`src/rtl/mem_ctrl_pkg.sv`:
```
// Shared widths, length encodings, FSM/owner encodings and length decode
// for the byte-sequential memory controller.
package mem_ctrl_pkg;

  localparam int MEM_ADDR_W = 32;
  localparam int MEM_DATA_W = 32;

  localparam logic [1:0] LEN_BYTE = 2'b00;
  localparam logic [1:0] LEN_HALF = 2'b01;
  localparam logic [1:0] LEN_WORD = 2'b10;

  typedef enum logic [1:0] {
    ST_IDLE  = 2'd0,
    ST_READ  = 2'd1,
    ST_WRITE = 2'd2,
    ST_DONE  = 2'd3
  } state_e;

  typedef enum logic {
    OWN_DATA = 1'b0,
    OWN_IF   = 1'b1
  } owner_e;

  // 2'b11 is treated as a word access.
  function automatic logic [2:0] len_bytes(input logic [1:0] len);
    case (len)
      LEN_BYTE: return 3'd1;
      LEN_HALF: return 3'd2;
      default:  return 3'd4;
    endcase
  endfunction

endpackage

```
`src/rtl/mem_ctrl.sv`:
```
// Splits data-port and fetch transactions into single-byte RAM cycles and
// reports completion with a one-cycle done pulse per owner.
//
// state    | meaning
// ---------+-----------------------------------------------------------
// ST_IDLE  | arbitrate, latch base/len/sign/store data/owner, cnt = 0
// ST_READ  | issue byte addresses, assemble returning bytes
// ST_WRITE | issue one byte write per cycle
// ST_DONE  | registered done pulse and data visible, back to IDLE
module mem_ctrl
  import mem_ctrl_pkg::*;
#(
  parameter int RAM_ADDR_W = 17
) (
  input  logic                  clk,
  input  logic                  rst,
  input  logic                  mem_read,
  input  logic                  mem_write,
  input  logic                  mem_signed,
  input  logic [MEM_ADDR_W-1:0] mem_addr_i,
  input  logic [1:0]            mem_len_i,
  input  logic [MEM_DATA_W-1:0] mem_w_data,
  output logic [31:0]           mem_r_data,
  output logic                  mem_done,
  input  logic                  if_read,
  input  logic [31:0]           if_addr,
  input  logic                  if_flush,
  output logic [31:0]           if_data,
  output logic                  if_done,
  output logic [RAM_ADDR_W-1:0] ram_addr,
  output logic                  ram_wr,
  output logic [7:0]            ram_dout,
  input  logic [7:0]            ram_din
);

  state_e                  state_q, state_d;
  owner_e                  owner_q, owner_d;
  logic [31:0]             base_q, base_d;
  logic [2:0]              n_q, n_d;
  logic                    sgn_q, sgn_d;
  logic [31:0]             wdata_q, wdata_d;
  logic [2:0]              cnt_q, cnt_d;
  logic [31:0]             asm_q, asm_d;
  logic [RAM_ADDR_W-1:0]   ram_addr_q, ram_addr_d;
  logic                    ram_wr_q, ram_wr_d;
  logic [7:0]              ram_dout_q, ram_dout_d;
  logic                    mem_done_q, mem_done_d;
  logic                    if_done_q, if_done_d;
  logic [31:0]             mem_r_data_q, mem_r_data_d;
  logic [31:0]             if_data_q, if_data_d;

  logic [31:0]             raw;
  logic [31:0]             addr_sum;
  logic                    drive_addr;
  logic                    drive_wr;
  logic                    unused_addr_hi;

  function automatic logic [31:0] extend(input logic [31:0] v, input logic [2:0] n,
                                         input logic sgn);
    case (n)
      3'd1:    return {{24{sgn & v[7]}}, v[7:0]};
      3'd2:    return {{16{sgn & v[15]}}, v[15:0]};
      default: return v;
    endcase
  endfunction

  always_comb begin
    state_d      = state_q;
    owner_d      = owner_q;
    base_d       = base_q;
    n_d          = n_q;
    sgn_d        = sgn_q;
    wdata_d      = wdata_q;
    cnt_d        = cnt_q;
    asm_d        = asm_q;
    ram_addr_d   = ram_addr_q;
    ram_wr_d     = 1'b0;
    ram_dout_d   = ram_dout_q;
    mem_done_d   = 1'b0;
    if_done_d    = 1'b0;
    mem_r_data_d = mem_r_data_q;
    if_data_d    = if_data_q;
    raw          = asm_q;
    drive_addr   = 1'b0;
    drive_wr     = 1'b0;

    case (state_q)
      ST_IDLE: begin
        cnt_d = 3'd0;
        asm_d = 32'd0;
        if (mem_write || mem_read) begin
          owner_d    = OWN_DATA;
          base_d     = mem_addr_i;
          n_d        = len_bytes(mem_len_i);
          sgn_d      = mem_signed;
          wdata_d    = mem_w_data;
          drive_addr = 1'b1;
          if (mem_write) begin
            state_d  = ST_WRITE;
            drive_wr = 1'b1;
          end else begin
            state_d  = ST_READ;
          end
        end else if (if_read && !if_flush) begin
          owner_d    = OWN_IF;
          base_d     = if_addr;
          n_d        = 3'd4;
          sgn_d      = 1'b0;
          state_d    = ST_READ;
          drive_addr = 1'b1;
        end
      end

      ST_READ: begin
        if (owner_q == OWN_IF && if_flush) begin
          state_d = ST_IDLE;
        end else begin
          // ram_din lags its address by one cycle, so cnt selects byte cnt-1.
          case (cnt_q)
            3'd1:    raw[7:0]   = ram_din;
            3'd2:    raw[15:8]  = ram_din;
            3'd3:    raw[23:16] = ram_din;
            3'd4:    raw[31:24] = ram_din;
            default: ;
          endcase
          asm_d = raw;
          if (cnt_q == n_q) begin
            state_d = ST_DONE;
            if (owner_q == OWN_DATA) begin
              mem_done_d   = 1'b1;
              mem_r_data_d = extend(raw, n_q, sgn_q);
            end else begin
              if_done_d = 1'b1;
              if_data_d = raw;
            end
          end else begin
            cnt_d = cnt_q + 3'd1;
            if (cnt_d < n_q) drive_addr = 1'b1;
          end
        end
      end

      ST_WRITE: begin
        if (cnt_q == n_q - 3'd1) begin
          state_d    = ST_DONE;
          mem_done_d = 1'b1;
        end else begin
          cnt_d      = cnt_q + 3'd1;
          drive_addr = 1'b1;
          drive_wr   = 1'b1;
        end
      end

      ST_DONE: begin
        state_d = ST_IDLE;
      end

      default: state_d = ST_IDLE;
    endcase

    addr_sum = base_d + {29'd0, cnt_d};
    if (drive_addr) ram_addr_d = addr_sum[RAM_ADDR_W-1:0];
    if (drive_wr) begin
      ram_wr_d   = 1'b1;
      ram_dout_d = wdata_d[{cnt_d[1:0], 3'b000} +: 8];
    end
  end

  // The RAM only decodes the low address bits; the rest wrap away.
  assign unused_addr_hi = ^addr_sum[31:RAM_ADDR_W];

  always_ff @(posedge clk) begin
    if (rst) begin
      state_q      <= ST_IDLE;
      owner_q      <= OWN_DATA;
      base_q       <= 32'd0;
      n_q          <= 3'd0;
      sgn_q        <= 1'b0;
      wdata_q      <= 32'd0;
      cnt_q        <= 3'd0;
      asm_q        <= 32'd0;
      ram_addr_q   <= '0;
      ram_wr_q     <= 1'b0;
      ram_dout_q   <= 8'd0;
      mem_done_q   <= 1'b0;
      if_done_q    <= 1'b0;
      mem_r_data_q <= 32'd0;
      if_data_q    <= 32'd0;
    end else begin
      state_q      <= state_d;
      owner_q      <= owner_d;
      base_q       <= base_d;
      n_q          <= n_d;
      sgn_q        <= sgn_d;
      wdata_q      <= wdata_d;
      cnt_q        <= cnt_d;
      asm_q        <= asm_d;
      ram_addr_q   <= ram_addr_d;
      ram_wr_q     <= ram_wr_d;
      ram_dout_q   <= ram_dout_d;
      mem_done_q   <= mem_done_d;
      if_done_q    <= if_done_d;
      mem_r_data_q <= mem_r_data_d;
      if_data_q    <= if_data_d;
    end
  end

  assign ram_addr   = ram_addr_q;
  assign ram_wr     = ram_wr_q;
  assign ram_dout   = ram_dout_q;
  assign mem_done   = mem_done_q;
  assign if_done    = if_done_q;
  assign mem_r_data = mem_r_data_q;
  assign if_data    = if_data_q;

endmodule

```
`config.mk`:
```
export PLATFORM = sky130hd
export DESIGN_NAME = mem_ctrl
export DESIGN_NICKNAME = d
export VERILOG_FILES = /design/src/rtl/mem_ctrl_pkg.sv /design/src/rtl/mem_ctrl.sv
export SDC_FILE = /design/constraint.sdc
export NUM_CORES = 1
export LEC_CHECK = 0
export ABC_AREA = 0
export CORE_ASPECT_RATIO = 1.4
export CORE_MARGIN = 8
export CORE_UTILIZATION = 45
export DETAILED_ROUTE_END_ITERATION = 6
export PLACE_DENSITY = 0.83
export REMOVE_ABC_BUFFERS = 1
export SLEW_MARGIN = 5
export SYNTH_ARGS = -nofsm -noshare
export SYNTH_HDL_FRONTEND = slang
export SYNTH_SLANG_ARGS = --single-unit
```
`constraint.sdc`:
```
create_clock -name clk -period 4.1 [get_ports clk]
set_clock_uncertainty 0.2 [all_clocks]
set_input_delay 1.025 -clock clk [delete_from_list [all_inputs] [get_ports clk]]
set_output_delay 1.025 -clock clk [all_outputs]
set_load 0.01 [all_outputs]
```
**Word level (Yosys, flattened, before mapping)**

Index checks and enable logic that the tools add are counted.

- ROM bits: 0
- Register bits: 198
- Memories kept: 0
- Latch bits: 0
- Bits of input ports: 113
- Bits in writable memories: 0

- Multiply operators: 0
- Eq/ne operators: 16
- Reductions and logical operators: 14
- Muxes and demuxes: 51
- Magnitude comparators: 1
- Shifts and indexed selects: 1
- Add/subtract/negate cells: 3
- Div/mod/pow operators: 0
- Bitwise logic cells: 6

Operators with widths:

| kind | number |
|---|---|
| $mux 32 | 6 |
| $pmux 32 s2 | 2 |
| $mux 8 | 8 |
| $shiftx 32x6->8 | 1 |
| $mux 1 | 18 |
| $add 17x3->17 | 1 |
| $mux 3 | 5 |
| $mux 2 | 6 |
| $eq 3x2->1 const B | 3 |
| $pmux 3 s3 | 1 |
| $pmux 2 s4 | 1 |
| $reduce_and 4->1 | 2 |
| $eq 3x1->1 const B | 2 |
| $eq 3x3->1 | 2 |
| $ne 3x3->1 const B | 2 |
| $pmux 3 s2 | 1 |
| $eq 2x1->1 const B | 2 |
| $eq 2x2->1 const B | 2 |
| $logic_not 2->1 | 2 |
| $ne 2x2->1 const B | 2 |
| $not 1->1 | 4 |
| $pmux 1 s2 | 2 |
| $reduce_and 2->1 | 2 |
| $reduce_bool 2->1 | 2 |
| other kinds (11) | 13 |

**Depth between registers and ports, before layout**

- Depth after elaboration: 6
- Mapped depth: 17

**Least setup slack after synthesis**

OpenSTA, ideal clock, no wires.

- Path kind: input -> register
- Start point: input mem_write
- End point: register ram_addr_q[12], in the netlist ram_addr[12]
- Path buffers: 3
- Required time: 3.797 ns
- Arrival time: 4.053 ns
- Path slack: -0.256 ns
- Stages on the path: 14
- Cell sequence: or2_2 o21ai_1 clkbuf_1 clkbuf_1 a22oi_1 nand2_1 ha_1 fa_1 a21o_1 o211ai_1 or3_1 buf_2 o311a_1 a2111oi_2

- Cells in the longest elaborated chain, start to end: 4

Ends and longest elaborated chain:

| item | line | RTL |
|---|---|---|
| start, declared | mem_ctrl.sv:18 | `input logic mem_write,` |
| $logic_or 1x1->1 | mem_ctrl.sv:91 | `if (mem_write \|\| mem_read) begin` |
| $mux 32 | mem_ctrl.sv:91 |  |
| $mux 32 | mem_ctrl.sv:87 | `case (state_q)` |
| named net base_d[0] | mem_ctrl.sv:38 | `logic [31:0] base_q, base_d;` |
| $add 17x3->17 | mem_ctrl.sv:161 | `addr_sum = base_d + {29'd0, cnt_d};` |
| end signal, assigned | mem_ctrl.sv:198 | `ram_addr_q <= ram_addr_d;` |
| end, declared | mem_ctrl.sv:44 | `logic [RAM_ADDR_W-1:0] ram_addr_q, ram_addr_d;` |

The timed path passes the listed nets, and every way through them passes these cells.
A chain may end at the register's enable or synchronous reset.

**Worst setup path after layout**

- Start point: register n_q[1]
- End point: register ram_addr_q[12], in the netlist ram_addr[12]

- Cells in the longest elaborated chain, start to end: 5

Ends and longest elaborated chain:

| item | line | RTL |
|---|---|---|
| start, declared | mem_ctrl.sv:39 | `logic [2:0] n_q, n_d;` |
| start signal, assigned | mem_ctrl.sv:193 | `n_q <= n_d;` |
| $sub 3x1->3 or $eq 3x3->1 (tied branches) | mem_ctrl.sv:144, mem_ctrl.sv:127 |  |
| $eq 3x3->1 or $mux 3 (tied branches) | mem_ctrl.sv:144, mem_ctrl.sv:127 |  |
| $mux 3 (on tied branches) | mem_ctrl.sv:144, mem_ctrl.sv:115 |  |
| $pmux 3 s3 (*) | mem_ctrl.sv:87 |  |
| named net cnt_d[0] | mem_ctrl.sv:42 | `logic [2:0] cnt_q, cnt_d;` |
| $add 17x3->17 (*) | mem_ctrl.sv:161 |  |

Mark *: on every way through the listed nets, which the timed path passes. The rest lies on a longest branch.

==> impl_metrics.csv <==
group,metric,value,unit
timing,fin_crit,3.921,ns
power,powerDensity,622.9,nW/um^2
synthesis,async_flop_share,0,%
timing,setup_slack,0.1785,ns
place,dpl_cell_area,10260,um^2
cts,cts_hold_buf,0,
final_layout,utilization,61.18,%
min_path,hp-class,"flop to flop",
worst_setup_path,crit_fanout,5,
drt,routed_wl,22440,um
timing,worst_pin_slew,1.132,ns
place,dp_hpwl,15990,um
floorplan,rows,58,
drt,via_per_inst,5.400,
drt,post_drt_wl_per_cell,16.82,um
worst_setup_path,path_class,"flop to flop",
timing,finalCritPeriodShare,95.65,%
cts,clk_latency,0.43,ns
worst_setup_path,crit_path_end_kind,"flop",
final_layout,final_common_cell,"nor2_1",
floorplan,dieArea,22540,um^2
grt,track_usage,20.11,%
final_layout,synthToLayoutAreaGrowth,34.78,%
timing,drv_slew,0,
floorplan,dieWidth,129.2,um
drt,via_count,7204,
grt,grt_pass1_wl,36440,um
synthesis,syn_area,8070,um^2
timing,hold_viol_final,0,
synthesis,synth_edf_count,0,
drt,drt_iter0_markers,474,
timing,setup_viol,0,
place,dpl.cell_count,1301,
flow_run,drv_cap,0,
floorplan,core_area,17780,um^2
worst_setup_path,cp.arrival,4.06,ns
timing,tns,0,ns
synthesis,synth_flop_cell,"dfxtp_1",
place,place_congestion,0.9076,
power,power_leakage,4.323,nW
final_layout,stdcell_area,10880,um^2
synthesis,synthCells,900,
grt,gr-total-overflow,0,
cts,cts_buffers,17,
worst_setup_path,cpMostUsedCell,"ha_1",
timing,rsz0062_at_grt,"no",
place,place_ws,-0.2993,ns
drt,drc,0,
drt,firstDrtPassIters,5,
synthesis,synthDistinctLibCells,67,
grt,grt_max_degree,151,
cts,root_buffer,"clkbuf_16",
cts,htreeDepth,4,
floorplan,io_pins,205,
timing,fmax,255.0,MHz
final_layout,instances_no_fill,1334,
place,numPortBuffers,174,
synthesis,ys_ff_latch,183,
final_layout,final_nets,1213,
final_layout,final_cell_mix,"nor2_1 (209), dfxtp_1 (180), clkdlybuf4s50_1 (172), mux2i_1 (61)",
final_layout,fillers,1492,
status,status,"completed",
cts,cts.path.max_buffers,2,
grt,antenna_found_initial,0,
floorplan,initial_utilization,45.39,%
grt,grt_pass1_vias,7406,
timing,maxSlewHeadroom,24.36,%
final_layout,antenna_cells,0,
worst_setup_path,crit_chain,"inv_1 > ha_1 > xor3_1 > or3_1 > nand3_1 > buf_4 > a22oi_2 > inv_2 > ha_1 > fa_2 > a21o_1 > o211ai_1 > or3_4 > o311a_1 > a2111oi_2",
power,ir_worst_vdd,0.4079,mV
cts,clkTransAtPathRegs,0.07,ns
cts,cts_tree,"done",
worst_setup_path,critical_path.max_stage_delay,0.46,ns
synthesis,synth.avg_cell_area,8.967,um^2
synthesis,ys.warnings.count,0,
final_layout,drive_above_1_share,12.61,%
worst_setup_path,crit_required,4.24,ns
synthesis,ys_seq_area_share,45.40,%
worst_setup_path,cp-start-kind,"flop",
floorplan,die_h,174.5,um
drt,ant_nets,0,
worst_setup_path,slowest_stage,"or3_4",
cts,cts_sinks,183,
-- what timing repair did --
action	in CTS	in global routing
hold endpoints to repair	0	0
buffers inserted	0	1
gates resized for setup	0	8
setup endpoints to repair	0	8
-- power by group --
part / total (mW) / switching [mW] / internal (mW)
clock: 1.64 / 0.755 / 0.889
sequential: 2.35 / 0.194 / 2.15
combinational: 2.78 / 1.49 / 1.29
total: 6.78 / 2.44 / 4.34
-- registers in the layout, summed over array words and instances, names as in the netlist, 2 cells and up --
signal	flops
state_q	2
asm_q	32
ram_addr	17
ram_dout	8
wdata_q	32
n_q	3
cnt_q	3
base_q	17
if_data	32
mem_r_data	32
-- layer usage --
| layer | part of all wire (%) | track usage (%) | up-vias |
|---|---|---|---|
| met5 | 0 | 0 | - |
| met4 | 3.3 | 9.189 | 0 |
| met3 | 6.3 | 5.090 | 44 |
| met2 | 51 | 35.66 | 206 |
| met1 | 39 | 21.67 | 3406 |
| li1 | - | - | 3548 |
-- worst max-delay path: cells and delay by family (launching register included) --
family          cells  cell delay, ns
fa+ha+maj           3            0.62
simple gates        3            1.03
buf+inv             3            0.29
compound gates      5            0.92
flops               1            0.37
xor+xnor            1            0.39
-- layout make-up --
class	count	area [um^2]	area share, %
flip-flops and latches	183	3667	33.72
repair buffers	226	2145	19.72
well taps	240	300.3	2.761
inverters	16	60.06	0.5522
clock inverters	13	132.6	1.219
clock buffers	19	452.9	4.164
multi-input cells	637	4119	37.87
-- metrics by stage --
step	power, mW	hold WS (ns)
after detailed placement	5.159	0.2512
after global routing	7.175	0.2882
final	6.775	0.2579
after global placement	5.079	0.2415
after floorplan	3.992	0.2538
after CTS	6.808	0.2580
-- worst paths after layout --
kind / from / cells after the start / end / slack (ns)
max reg2reg: n_q[1] / 15 / ram_addr[12] / 0.18
min: ram_addr[0] / 2 / ram_addr[0] / 0.26
min reg2reg: ram_addr[0] / 2 / ram_addr[0] / 0.26
max: n_q[1] / 15 / ram_addr[12] / 0.18
-- cells in the mapped netlist, types with 3 or more instances --
| library cell | number | area, um^2 |
|---|---|---|
| a2111oi_2 | 3 | 45.04 |
| a211oi_1 | 33 | 247.7 |
| a21o_1 | 4 | 30.03 |
| a21oi_1 | 30 | 150.1 |
| a221o_1 | 9 | 90.09 |
| a22oi_1 | 37 | 277.8 |
| a311oi_1 | 3 | 26.28 |
| a31oi_1 | 4 | 25.02 |
| and2_1 | 10 | 62.56 |
| buf_1 | 3 | 11.26 |
| buf_2 | 13 | 65.06 |
| clkbuf_1 | 45 | 168.9 |
| dfxtp_1 | 183 | 3664 |
| ha_1 | 18 | 225.2 |
| inv_1 | 15 | 56.30 |
| mux2_2 | 25 | 281.5 |
| mux2i_1 | 61 | 610.6 |
| nand2_1 | 33 | 123.9 |
| nand2b_1 | 3 | 18.77 |
| nand3_1 | 5 | 25.02 |
| nor2_1 | 209 | 784.5 |
| nor2b_1 | 8 | 50.05 |
| nor3_1 | 52 | 260.3 |
| nor4_1 | 6 | 37.54 |
| o211ai_1 | 3 | 22.52 |
| o21a_1 | 4 | 30.03 |
| o21ai_0 | 7 | 35.03 |
| o21ai_1 | 4 | 20.02 |
| o221ai_1 | 3 | 26.28 |
| o22ai_1 | 3 | 18.77 |
| o311a_1 | 5 | 50.05 |
| or2_2 | 4 | 25.02 |
| or3_1 | 4 | 25.02 |
| or3b_1 | 3 | 26.28 |
| xnor2_1 | 5 | 43.79 |
| xor2_1 | 3 | 26.28 |
-- cells by family after synthesis --
logic type / share of synthesized area [%]
xor gates and xnor gates: 1.163
buffers and inverters: 4.155
and+or+nand+nor: 18.81
adders and majority gates: 3.039
DFF: 45.40
muxes: 11.19
AOI/OAI and AO/OA: 16.25
Note: power is estimated with default switching activity, not from simulation.
